$ cat config.mk
export PLATFORM = sky130hd
export DESIGN_NAME = decode
export DESIGN_NICKNAME = d
export VERILOG_FILES = /design/src/rtl/decode.sv
export SDC_FILE = /design/constraint.sdc
export NUM_CORES = 1
export LEC_CHECK = 0
export CORE_MARGIN = 1
export CORE_UTILIZATION = 54
export DETAILED_ROUTE_END_ITERATION = 6
export PLACE_DENSITY = 0.8
export SYNTH_ARGS = -nofsm -noshare
export SYNTH_HDL_FRONTEND = slang
export SYNTH_SLANG_ARGS = --single-unit
$ cat constraint.sdc
create_clock -name clk -period 15 [get_ports clk]
set_input_delay 4.5 -clock clk [delete_from_list [all_inputs] [get_ports clk]]
set_output_delay 4.5 -clock clk [all_outputs]
set_load 0.01 [all_outputs]
$ cat src/rtl/decode.sv
// ARM instruction-decode stage: classifies one instruction, fetches its source
// registers from the register bank, then hands the operands to execute.
module decode (
   input  logic        clk,
   input  logic        rst,
   input  logic [31:0] dataIn,
   input  logic        triggerIn,
   output logic        readyOut,
   output logic [31:0] dataOut1,
   output logic [31:0] dataOut2,
   output logic [31:0] dataOut3,
   output logic [31:0] dataOut4,
   output logic [3:0]  typeOut,
   output logic        triggerOut,
   input  logic        readyIn,
   input  logic        readyInRB,
   input  logic [31:0] dataInRB,
   input  logic        semRB,
   output logic        rwRB,
   output logic [3:0]  addrRB,
   output logic        triggerOutRB
);

   typedef enum logic [1:0] {StIdle, StReq, StWait, StEmit} state_e;

   state_e          state_q;
   logic [31:0]     instr_q, op2_q, op3_q, op4_q;
   logic [3:0]      type_q;
   logic [2:0][3:0] rd_addr_q;
   logic [2:0][1:0] rd_tgt_q;
   logic [1:0]      rd_cnt_q, rd_idx_q;
   logic            ready_q, trig_out_q, trig_rb_q;
   logic [3:0]      addr_rb_q;
   logic [31:0]     out1_q, out2_q, out3_q, out4_q;
   logic [3:0]      out_type_q;

   logic [3:0]      dec_type;
   logic [31:0]     dec_op2, dec_op3, dec_op4;
   logic [2:0]      need;
   logic [3:0]      a2, a3, a4;
   logic [31:0]     imm32, imm_rot;
   logic [4:0]      rot_sh;
   logic [2:0][3:0] dec_rd_addr;
   logic [2:0][1:0] dec_rd_tgt;
   logic [1:0]      dec_rd_cnt;

   assign imm32   = {24'h0, dataIn[7:0]};
   assign rot_sh  = {dataIn[11:8], 1'b0};
   assign imm_rot = (imm32 >> rot_sh) | (imm32 << (6'd32 - {1'b0, rot_sh}));

   // need[0..2] flags a register read for operand A, B, C respectively
   always_comb begin
      dec_type = 4'hF;
      dec_op2  = '0;
      dec_op3  = '0;
      dec_op4  = '0;
      need     = 3'b000;
      a2       = dataIn[19:16];
      a3       = dataIn[3:0];
      a4       = dataIn[11:8];
      if (dataIn[27:4] == 24'h12FFF1) begin
         dec_type = 4'd3;
         need     = 3'b001;
         a2       = dataIn[3:0];
      end else if (dataIn[27:22] == 6'd0 && dataIn[7:4] == 4'b1001) begin
         dec_type = 4'd2;
         need     = {dataIn[21], 2'b11};
         a2       = dataIn[3:0];
         a3       = dataIn[11:8];
         a4       = dataIn[15:12];
      end else if (dataIn[27:25] == 3'b000) begin
         dec_type = 4'd0;
         need     = {dataIn[4], 2'b11};
      end else if (dataIn[27:25] == 3'b001) begin
         dec_type = 4'd1;
         need     = 3'b001;
         dec_op3  = imm_rot;
      end else if (dataIn[27:26] == 2'b01) begin
         dec_type = 4'd4;
         need     = {~dataIn[20], dataIn[25], 1'b1};
         a4       = dataIn[15:12];
         dec_op3  = dataIn[25] ? 32'h0 : {20'h0, dataIn[11:0]};
      end else if (dataIn[27:25] == 3'b100) begin
         dec_type = 4'd5;
         need     = 3'b001;
         dec_op3  = {16'h0, dataIn[15:0]};
      end else if (dataIn[27:25] == 3'b101) begin
         dec_type = 4'd6;
         dec_op2  = {{6{dataIn[23]}}, dataIn[23:0], 2'b00};
         dec_op3  = {31'h0, dataIn[24]};
      end else if (dataIn[27:24] == 4'hF) begin
         dec_type = 4'd7;
         dec_op2  = {8'h0, dataIn[23:0]};
      end
   end

   always_comb begin
      dec_rd_addr = '0;
      dec_rd_tgt  = '0;
      dec_rd_cnt  = 2'd0;
      if (need[0]) begin
         dec_rd_addr[dec_rd_cnt] = a2;
         dec_rd_tgt[dec_rd_cnt]  = 2'd0;
         dec_rd_cnt              = dec_rd_cnt + 2'd1;
      end
      if (need[1]) begin
         dec_rd_addr[dec_rd_cnt] = a3;
         dec_rd_tgt[dec_rd_cnt]  = 2'd1;
         dec_rd_cnt              = dec_rd_cnt + 2'd1;
      end
      if (need[2]) begin
         dec_rd_addr[dec_rd_cnt] = a4;
         dec_rd_tgt[dec_rd_cnt]  = 2'd2;
         dec_rd_cnt              = dec_rd_cnt + 2'd1;
      end
   end

   always_ff @(posedge clk or posedge rst) begin
      if (rst) begin
         state_q    <= StIdle;
         instr_q    <= '0;
         op2_q      <= '0;
         op3_q      <= '0;
         op4_q      <= '0;
         type_q     <= '0;
         rd_addr_q  <= '0;
         rd_tgt_q   <= '0;
         rd_cnt_q   <= '0;
         rd_idx_q   <= '0;
         ready_q    <= 1'b0;
         trig_out_q <= 1'b0;
         trig_rb_q  <= 1'b0;
         addr_rb_q  <= '0;
         out1_q     <= '0;
         out2_q     <= '0;
         out3_q     <= '0;
         out4_q     <= '0;
         out_type_q <= '0;
      end else begin
         trig_out_q <= 1'b0;
         trig_rb_q  <= 1'b0;
         unique case (state_q)
            StIdle: begin
               if (triggerIn) begin
                  instr_q   <= dataIn;
                  type_q    <= dec_type;
                  op2_q     <= dec_op2;
                  op3_q     <= dec_op3;
                  op4_q     <= dec_op4;
                  rd_addr_q <= dec_rd_addr;
                  rd_tgt_q  <= dec_rd_tgt;
                  rd_cnt_q  <= dec_rd_cnt;
                  rd_idx_q  <= 2'd0;
                  ready_q   <= 1'b0;
                  state_q   <= (dec_rd_cnt == 2'd0) ? StEmit : StReq;
               end else begin
                  ready_q <= 1'b1;
               end
            end
            StReq: begin
               if (!semRB) begin
                  trig_rb_q <= 1'b1;
                  addr_rb_q <= rd_addr_q[rd_idx_q];
                  state_q   <= StWait;
               end
            end
            StWait: begin
               if (readyInRB) begin
                  case (rd_tgt_q[rd_idx_q])
                     2'd0:    op2_q <= dataInRB;
                     2'd1:    op3_q <= dataInRB;
                     default: op4_q <= dataInRB;
                  endcase
                  if (rd_idx_q == rd_cnt_q - 2'd1) begin
                     state_q <= StEmit;
                  end else begin
                     rd_idx_q <= rd_idx_q + 2'd1;
                     state_q  <= StReq;
                  end
               end
            end
            StEmit: begin
               if (readyIn) begin
                  out1_q     <= instr_q;
                  out2_q     <= op2_q;
                  out3_q     <= op3_q;
                  out4_q     <= op4_q;
                  out_type_q <= type_q;
                  trig_out_q <= 1'b1;
                  ready_q    <= 1'b1;
                  state_q    <= StIdle;
               end
            end
            default: state_q <= StIdle;
         endcase
      end
   end

   assign readyOut     = ready_q;
   assign dataOut1     = out1_q;
   assign dataOut2     = out2_q;
   assign dataOut3     = out3_q;
   assign dataOut4     = out4_q;
   assign typeOut      = out_type_q;
   assign triggerOut   = trig_out_q;
   assign rwRB         = 1'b0;
   assign addrRB       = addr_rb_q;
   assign triggerOutRB = trig_rb_q;

endmodule

; Word level (Yosys, flattened, before mapping)
; Cells that the tools add are included.
[classes]
n_lt_le_gt_ge = 5
n_eq_ne = 20
bitwise_logic = 6
reduce_logical = 20
mux = 91
shifts = 2
addsub = 5
[op_table]
columns = cell, n
row1 = $mux 32, 20
row2 = $pmux 32 s2, 3
row3 = $mux 4, 21
row4 = $mux 12, 3
row5 = $mux 16, 2
row6 = $or 32x32->32, 1
row7 = $shl 8x6->32, 1
row8 = $shr 8x5->32, 1
row9 = $mux 2, 14
row10 = $bwmux 12, 2
row11 = $eq 24x21->1 const B, 1
row12 = $mux 24, 1
row13 = $reduce_and 4->1, 5
row14 = $demux 4 s2, 2
row15 = $mux 3, 5
row16 = $ne 2x2->1 const B, 6
row17 = $lt 2x3->1 const B, 3
row18 = $mux 1, 9
row19 = $bmux 4 s2, 1
row20 = $demux 2 s2, 2
row21 = $eq 4x4->1 const B, 2
row22 = $pmux 2 s4, 1
row23 = $reduce_and 2->1, 4
row24 = $add 2x1->2 const B, 3
row25 = 24 further kinds, 36
[word_totals]
register_bits = 295
input_bits = 70
out_inout_bits = 140

; Longest topological paths before layout
[depth]
ltp_word = 17
mapped_depth = 10
depth_no_buf = 8

; Least setup slack after synthesis
; OpenSTA, ideal clock, no wires.
[synth_path]
kind = in2reg
startpoint = input port dataIn[8]
endpoint = register op3_q[12]
setup_slack_ps = 8199
t_arrival_ps = 6671
required_time_ps = 14870
path_stages = 10
path_cell_list = buf_2 -> buf_2 -> clkinv_1 -> ha_1 -> clkbuf_1 -> mux2i_1 -> a2bb2oi_1 -> mux2i_1 -> a222oi_1 -> a21oi_1
[synth_between]
elab_chain_cells = 9
word_cells_on_any_way = 11
classes_between = add/sub: 1 / eq/ne: 1 / shift: 2 / mux: 6 / bitwise: 1
[synth_lines]
columns = item, line_no
row1 = from (decl), 6  ; input logic [31:0] dataIn,
row2 = $sub 6x5->6, 49  ; assign imm_rot = (imm32 >> rot_sh) | (imm32 << (6'd32 - {1'b0, rot_sh}));
row3 = $shl 8x6->32, 49
row4 = $or 32x32->32, 49
row5 = $mux 32, 74  ; end else if (dataIn[27:25] == 3'b001) begin
row6 = $mux 32, 71  ; end else if (dataIn[27:25] == 3'b000) begin
row7 = $mux 32, 65  ; end else if (dataIn[27:22] == 6'd0 && dataIn[7:4] == 4'b1001) begin
row8 = $mux 32 (*), 61  ; if (dataIn[27:4] == 24'h12FFF1) begin
row9 = $mux 32 (*), 144  ; if (triggerIn) begin
row10 = $pmux 32 s2 (*), 142  ; unique case (state_q)
row11 = to (signal assigned), 148  ; op3_q <= dec_op3;
row12 = to (signal assigned), 171  ; 2'd1: op3_q <= dataInRB;
row13 = to (decl), 27  ; logic [31:0] instr_q, op2_q, op3_q, op4_q;
; Every way passes the cells marked *; elsewhere a longest branch is shown, timed or not. The select of a mux whose other input is x is not followed.
; A chain may end at the register's enable or synchronous reset.

; Worst setup path after layout
[layout_path]
startpoint = input port dataIn[8]
endpoint = register op3_q[13]
; The elaborated chain is that of the path after synthesis.

==> metrics.yaml <==
outcome:
  run_status: "complete, no violations"
layout:
  final-seq-area_um2: 7360
  multi_input_gate_area_in_the_final_layout_um2: 5510
  flow.area_growth_from_synthesis_pct: 24.9
  postLayoutCellArea_um2: 16700
  final_cells: 1691
  layout.cells.most_common: "dfrtp_1"
  design.final.nets: 1419
  layout.core_utilization: 0.687
  antenna_cells: 0
  drive_gt1_frac: 0.191
  final_cell_mix: "dfrtp_1, clkdlybuf4s50_1, nand2_1"
  filler_cell_count: 1808
grt:
  groute.usage.overall: 0.303
  grt_pass1_vias: 10200
  grt_first_pass_wirelength_um: 59900
  number_of_antenna_violations_at_the_first_check_in_global_routing: 0
  grt_max_degree: 156
  globalRoute.totalOverflow: 0
sta:
  rsz0062_at_grt: "no"
  setup-tns-final_ns: 0
  slew-limit-headroom: 0.283
  fin_crit_sh: 0.482
  finalCriticalPeriod_ns: 7.23
  fin_max_slew_vios: 0
  setup_slack_ns: 7.77
  fmax_mhz: 138
  fin_worst_hold_slack_ns: 0.473
  finalSetupViolCount: 0
  finalHoldViolCount: 0
  final.setup_skew_ns: 0.0110
  worst-slew-pin-transition_ns: 1.07
clock_network:
  postCtsResizedCells: 0
  cts-htree-levels: 1
  cts_sinks: 294
  cts.root.buffer_cell: "clkbuf_16"
  clkSlewWorstSetupHoldPaths_ns: 0.06
  worst_skew_pair.late_latency_ns: 0.55
  cts_post_setup_buffers_inserted: 0
  cts_buffers: 30
  ctsLongestPathBuffers: 3
  ctsHoldBuffers: 0
  tritoncts_clock_tree: "built"
place:
  port_buffers: 208
  pre_cts_slack_ns: 7.25
  placed_cell_area_um2: 15500
  hpwl_um: 25600
  finalWeightedCongestion: 0.913
  placed_cells_incl_taps: 1635
logic_synthesis:
  yosys_most_used_dff: "dfrtp_1"
  post_syn_instances: 1176
  synth_mux_area_frac: 0.172
  ys_seq_elements: 294
  synth_seq_area_share: 0.551
  synth_area_in_xor_xnor: 0.00394
  synth_enable_flop_cells: 0
  largest_family_of_logic_cells_by_synthesized_area: "multiplexers"
  post_synthesis_cell_area_um2: 13300
  count_of_cell_types_in_the_netlist: 70
  yosys.area_share.adder: 0.00563
  synth-compound-area-share: 0.118
  synth-async-reset-ratio: 1.00
  syn_nets: 1252
  synth-warning-count: 0
  synth-simple-area-share: 0.113
  avgSynthCellArea_um2: 11.3
critical_path:
  crit_top_cell: "mux2i_1"
  timing.critical_path.fanout_max: 28
  critPathArrivalTime_ns: 7.65
  crit_slowest_cell: "ha_1"
  critPathMaxStageDelay_ns: 0.79
  startpoint_class_of_the_critical_path: "input pin"
  worst-endpoint-required_ns: 15.42
  worst_setup_path_end_kind: "flip-flop"
  cell_breakdown_of_the_critical_path: "clkdlybuf4s50_1 -> buf_4 -> clkinv_1 -> ha_1 -> mux2i_1 -> a2bb2oi_1 -> mux2i_1 -> a222oi_1 -> a21oi_1"
  reg2reg_slack_ns: 11.77
  timing_worst_setup_path_type: "input pin to flip-flop"
detailed_routing:
  routed-wl-met2_um: 17500
  postRouteWirelength_um: 38000
  detailroute.via_count: 10100
  detail_route.wl_per_cell_um: 22.4
  met1Wirelength_um: 16200
  drt_pre_antenna_iters: 7
  top_signal_layer_used: "met4"
  drtAntennaViolNets: 0
  wl_met3_um: 3100
  drc: 0
  routed_via_density: 5.98
  drt_iter0_markers: 818
floorplanning:
  num_io_pins: 210
  die-height_um: 159
  start_util: 0.550
  fp.dieArea_um2: 25300
  placeableCoreArea_um2: 24200
  std_cell_rows: 57
  dieWidth_um: 159
power_and_ir_drop:
  power_density_nw_per_um2: 204
  p_leak_nw: 7.35
  finalPower_mw: 3.41
  worst_ir_drop_vdd_mv: 0.132
job:
  maxCapViolCount: 0
hold_path:
  min-delay-path-class: "flip-flop to flip-flop"
-- registers in the layout (all words and copies together) (netlist names), 5 cells and up --
signal	cells
op3_q	32
rd_tgt_q	5
op2_q	32
instr_q	32
dataOut3	32
dataOut1	32
op4_q	32
dataOut2	32
rd_addr_q	12
dataOut4	32
-- cell type report --
cell class / instances / area share
sequential: 294 / 0.441
multi-input combinational: 788 / 0.330
timing repair buffer: 222 / 0.132
inverter: 7 / 0.00218
tap: 324 / 0.0243
clock buffer: 42 / 0.0538
clock inverter: 14 / 0.0158
-- synth_stat cells (8+ instances only) --
cell type  number  area, um2
clkbuf_1       36        135
mux2_2        172       1940
nand3_1        22        110
buf_2          25        125
o21ai_0        76        380
mux2i_1        33        330
and2_1         12       75.1
buf_1           8       30.0
a22oi_1        23        173
buf_6           9        101
nand2_1       203        762
a31oi_1        29        181
buf_4           9       67.6
dfrtp_1       294       7360
nor2_1         37        139
nor2b_1        11       68.8
a21oi_1        49        245
-- critical path, delay by kind of cell --
family | cells | cell delay (ns)
muxes | 2 | 0.46
buffers and inverters | 3 | 1.10
AOI/OAI and AO/OA | 3 | 0.80
adders and majority gates | 1 | 0.79
-- path summary, 6_finish.rpt --
path | from | end | cells after the start
max | dataIn[8] | op3_q[13] | 9
min | op4_q[21] | op4_q[21] | 2
max reg2reg | rd_idx_q[1] | op2_q[9] | 6
min reg2reg | op4_q[21] | op4_q[21] | 2
max in group asynchronous | rst | op4_q[15] | 3
min in group asynchronous | rst | dataOut1[3] | 2
-- where the power goes --
part,switching (mW),internal [mW]
registers,0.218,1.13
logic,0.586,0.616
clock network,0.319,0.538
-- logic make-up (layout without fill, tap and decap cells) --
kind of cell / count (synthesis) / count (layout)
flops: 294 / 294
fa+ha+maj: 6 / 6
simple gates: 331 / 331
mux: 206 / 206
other cells: 1 / 1
buf+inv: 94 / 285
compound gates: 238 / 238
xor+xnor: 6 / 6
-- metal layers --
metal / GRT usage / vias up
li1: - / 4513
met1: 0.433 / 5034
met2: 0.468 / 481
met3: 0.0570 / 81
met4: 0.104 / 0
met5: 0 / -
Power figures use the tool's default switching activity.
